### src/rtl/spi_rx_fifo.sv
// Receive FIFO behind an SPI slave: first-word fall-through storage, fill level,
// hysteresis busy line toward the SPI master and a sticky overflow flag.
module spi_rx_fifo #(
    parameter int unsigned WORD_W    = 64,
    parameter int unsigned DEPTH     = 16,
    parameter int unsigned AFULL_LVL = 12,
    parameter int unsigned ALOW_LVL  = 4
) (
    input  logic                     CLK100MHZ,
    input  logic                     ck_rst,
    input  logic                     in_dv,
    input  logic [WORD_W-1:0]        in_word,
    output logic                     out_valid,
    output logic [WORD_W-1:0]        out_word,
    input  logic                     out_ready,
    output logic [$clog2(DEPTH):0]   level,
    output logic                     busy,
    output logic                     overflow,
    input  logic                     clr_ovf
);

    localparam int unsigned PTR_W = $clog2(DEPTH);
    localparam int unsigned LVL_W = PTR_W + 1;

    typedef enum logic {
        S_IDLE = 1'b0,
        S_BUSY = 1'b1
    } state_t;

    logic [WORD_W-1:0] mem [DEPTH];
    logic [PTR_W-1:0]  wr_ptr;
    logic [PTR_W-1:0]  rd_ptr;
    logic [LVL_W-1:0]  level_nxt;
    logic              full;
    logic              push;
    logic              pop;
    logic              drop;
    state_t            state_q;
    state_t            state_d;

    assign full = (level == LVL_W'(DEPTH));
    assign pop  = out_valid & out_ready;
    // A full FIFO still accepts a word when the head leaves in the same cycle.
    assign push = in_dv & (~full | pop);
    assign drop = in_dv & full & ~pop;

    always_comb begin
        level_nxt = level;
        case ({push, pop})
            2'b10:   level_nxt = level + LVL_W'(1);
            2'b01:   level_nxt = level - LVL_W'(1);
            default: level_nxt = level;
        endcase
    end

    // Storage is data only; it carries no reset.
    always_ff @(posedge CLK100MHZ) begin
        if (push) begin
            mem[wr_ptr] <= in_word;
        end
    end

    assign out_word = mem[rd_ptr];

    always_ff @(posedge CLK100MHZ) begin
        if (ck_rst) begin
            wr_ptr    <= '0;
            rd_ptr    <= '0;
            level     <= '0;
            out_valid <= 1'b0;
            overflow  <= 1'b0;
            state_q   <= S_IDLE;
        end else begin
            if (push) begin
                wr_ptr <= wr_ptr + PTR_W'(1);
            end
            if (pop) begin
                rd_ptr <= rd_ptr + PTR_W'(1);
            end
            level     <= level_nxt;
            out_valid <= (level_nxt != '0);
            // A drop wins over a simultaneous clear so no loss goes unreported.
            if (drop) begin
                overflow <= 1'b1;
            end else if (clr_ovf) begin
                overflow <= 1'b0;
            end
            state_q <= state_d;
        end
    end

    // Busy hysteresis is evaluated on the next level so it moves with level.
    always_comb begin
        state_d = state_q;
        case (state_q)
            S_IDLE: if (level_nxt >= LVL_W'(AFULL_LVL)) state_d = S_BUSY;
            S_BUSY: if (level_nxt <= LVL_W'(ALOW_LVL))  state_d = S_IDLE;
            default: state_d = S_IDLE;
        endcase
    end

    assign busy = (state_q == S_BUSY);

endmodule

### config.mk
export PLATFORM = sky130hd
export DESIGN_NAME = spi_rx_fifo
export DESIGN_NICKNAME = d
export VERILOG_FILES = /design/src/rtl/spi_rx_fifo.sv
export SDC_FILE = /design/constraint.sdc
export NUM_CORES = 1
export LEC_CHECK = 0
export ABC_AREA = 0
export BUFFER_PORTS_ARGS = -buffer_cell sky130_fd_sc_hd__buf_2
export CAP_MARGIN = 15
export CORE_MARGIN = 10
export CORE_UTILIZATION = 60
export DETAILED_ROUTE_END_ITERATION = 16
export GPL_TIMING_DRIVEN = 0
export HOLD_SLACK_MARGIN = 0.12
export PLACE_DENSITY = 0.84
export REMOVE_ABC_BUFFERS = 1
export SLEW_MARGIN = 20
export SYNTH_ARGS = -nofsm -noshare
export SYNTH_HDL_FRONTEND = slang
export SYNTH_SLANG_ARGS = --single-unit
### constraint.sdc
create_clock -name CLK100MHZ -period 16.9 [get_ports CLK100MHZ]
set_input_delay 3.38 -clock CLK100MHZ [delete_from_list [all_inputs] [get_ports CLK100MHZ]]
set_output_delay 3.38 -clock CLK100MHZ [all_outputs]
set_load 0.02 [all_outputs]
==> impl_metrics.ini <==
[floorplan]
fp.dieW_um = 277
die_area_um2 = 76900
die_h_um = 277
initial_core_util_pct = 60.4
core_um2 = 65700
pin_count = 141
rows = 94

[synth]
synthArstFlopShare_pct = 0
ys_seq_elements = 1044
synth_top_area_cell = edfxtp_1
ys_seq_area_share_pct = 78.4
syn_inst = 1544
synth_top_cells_by_area = edfxtp_1, mux4_2, mux4_1
synthesis.area_um2 = 39700
synth_top_area_share_pct = 77.4
yosysUniqueCellTypes = 36
yosysWarningCount = 0
synth_edf_count = 1024
synthFlopType = edfxtp_1
syn_area_per_cell_um2 = 25.7

[setup_path]
reg2reg_to = mem[3][39]$_DFFE_PP_
cp.arrival_ps = 3590
r2r_slack_ps = 13470
cp-start-kind = flop
worstSetupPathType = flop to output port
cp-endpoint = out_word[8]
path_max_fanout = 34
regToRegStartpoint = level[1]$_SDFF_PP0_
cp_data_required_time_ps = 13520
cp-end-kind = output port
worstRegToRegCells = 9

[drt]
routed_wl_mm = 101
final_antenna_net_count = 0
drcViolationCount = 0
firstDrtPassIters = 5
via_per_inst = 6.88
dr.first_iter.drc_count = 3016
post_drt_wl_per_cell_um = 36.6
vias = 19000

[global_route]
grt_pass1_vias = 19800
antenna_found_initial = 16
grt_pass1_wl_mm = 146
overflow = 0
grt_usage_pct = 26.4
grt_start_max_net_pins = 52

[sta]
grt_setup_unrepaired = no
layout_setup_ws_ps = 9930
period_needed_ps = 6970
min_period_over_period_pct = 41.3
timing.fmax_ghz = 0.143
timing.slew.headroom_pct = 45.8
setup_viol = 0
fin_hold_ws_ps = 492
fin_worst_skew_ps = 18.2
maxSlewViolCount = 0
tightestPinTransition_ps = 811
final-hold-violation-count = 0

[power]
leakagePower_nw = 14.6
peakVddDrop_mv = 0.0854
power_density_nw_per_um2 = 128
p_total_mw = 5.90

[layout]
fillers = 3404
multi_input_area_um2 = 8100
postLayoutCoreUtil_pct = 70.3
syn2layout_area_growth_pct = 16.4
num-nets-final = 1894
seqCellArea_um2 = 31200
drive_gt1_share_pct = 35.8

[clocking]
cts_buffer_depth = 3
clock_sinks = 1044
root_buffer = clkbuf_16
tritoncts = yes
clkTransAtPathRegs_ps = 60
cts_buffers = 97
insertion_delay_ps = 640
ctsHoldBuffers = 0
cts_resized = 0
cts_setup_buffers = 0
h-tree-depth = 3

[placement]
post-place-ws_ps = 10600
io_buffers = 140
dp_hpwl_mm = 57.8
gp_congestion = 0.741

[hold_path]
hold_path.class = flop to flop

[outcome]
outcome = finished, final reports clean

[run]
max_cap_viol_count = 0
-- metal layers --
| layer | routed length, µm | track usage (%) | share of wire (%) | up-vias |
|---|---|---|---|---|
| met5 | 120 | 0 | 0.12 | - |
| met4 | 3270 | 9.27 | 3.2 | 18 |
| met3 | 11200 | 6.15 | 11 | 224 |
| met2 | 51600 | 43.5 | 51 | 1444 |
| met1 | 35000 | 34.4 | 35 | 9989 |
| li1 | - | - | - | 7353 |
-- state kept, by name, indices dropped and copies added (netlist names), named ones only --
register	cells
busy	1
level	5
out_valid	1
overflow	1
rd_ptr	4
wr_ptr	4
mem	1024
-- per-stage QoR --
stage	instance area [µm²]	instances	setup TNS, ps
after global placement	40900	2470	-141230
after detailed placement	43100	2582	0
after CTS	46200	2760	0
after global routing	46200	2765	0
after floorplan	39200	1466	0
final	46200	2766	0
-- worst min path at each step --
stage / slack (ps) / startpoint / cells past startpoint / end
after floorplan: 460 / rd_ptr[1]$_SDFFE_PP0P_ / 2 / flop
after global placement: 470 / overflow$_SDFFE_PP0P_ / 2 / overflow$_SDFFE_PP0P_
after detailed placement: 490 / overflow$_SDFFE_PP0P_ / 2 / overflow$_SDFFE_PP0P_
after CTS: 500 / overflow$_SDFFE_PP0P_ / 2 / overflow$_SDFFE_PP0P_
after global routing: 510 / overflow$_SDFFE_PP0P_ / 2 / overflow$_SDFFE_PP0P_
final: 490 / overflow$_SDFFE_PP0P_ / 2 / overflow$_SDFFE_PP0P_
-- final cells by class --
type | count | area share [%]
Sequential cell | 1044 | 67.4
Multi-Input combinational cell | 414 | 17.5
Timing Repair Buffer | 252 | 5.95
Clock buffer | 121 | 5.63
Tap cell | 864 | 2.34
Clock inverter | 57 | 1.08
Inverter | 8 | 0.0649
Antenna cell | 6 | 0.0325
-- power by group --
part           switching, mW  internal (mW)
clock network          0.940           1.23
registers             0.0332           2.90
logic                  0.417          0.382
total                   1.39           4.51
-- cell usage in the layout, fill, tap and decap left out, types with 3 or more instances in the layout --
cell type,Yosys,layout
a21oi_1,4,4
ha_1,8,8
nand2b_1,3,3
nor2_1,29,17
diode_2,0,6
clkbuf_16,0,101
mux4_1,51,51
nand2_1,12,12
clkinv_1,0,22
buf_4,4,36
mux4_2,269,269
dfxtp_1,20,16
edfxtp_1,1024,1024
clkinv_2,0,22
buf_2,3,140
nand4_1,4,4
bufinv_16,0,9
xnor2_1,3,3
inv_1,8,8
buf_16,0,47
nor2_4,0,12
buf_12,5,18
clkbuf_1,30,20
buf_6,20,11
nor3_2,0,4
dfxtp_4,0,4
xor2_1,7,7
-- kinds of logic (layout without fill, tap and decap cells) --
| group | after synthesis | in the layout | share of synthesized area [%] |
|---|---|---|---|
| fa+ha+maj | 8 | 8 | 0.252 |
| other cells | 0 | 6 | 0 |
| xor+xnor | 10 | 10 | 0.221 |
| compound gates | 16 | 16 | 0.296 |
| mux | 322 | 322 | 18.7 |
| buf+inv | 86 | 438 | 1.44 |
| simple gates | 58 | 58 | 0.662 |
| flops | 1044 | 1044 | 78.4 |
-- critical path: stages (launching register included) --
cell     delay, ps
dfxtp_4        580
buf_12         310
buf_12         300
buf_16         300
mux4_1         670
mux4_2         550
buf_2          190
-- synth_stat cells, types with 4 or more instances --
cell type	count
edfxtp_1	1024
mux4_2	269
mux4_1	51
clkbuf_1	30
nor2_1	29
buf_6	20
dfxtp_1	20
buf_1	16
nand2_1	12
ha_1	8
inv_1	8
xor2_1	7
buf_12	5
a21oi_1	4
buf_4	4
nand4_1	4
nor3_1	4
(Power assumes the default switching activity.)
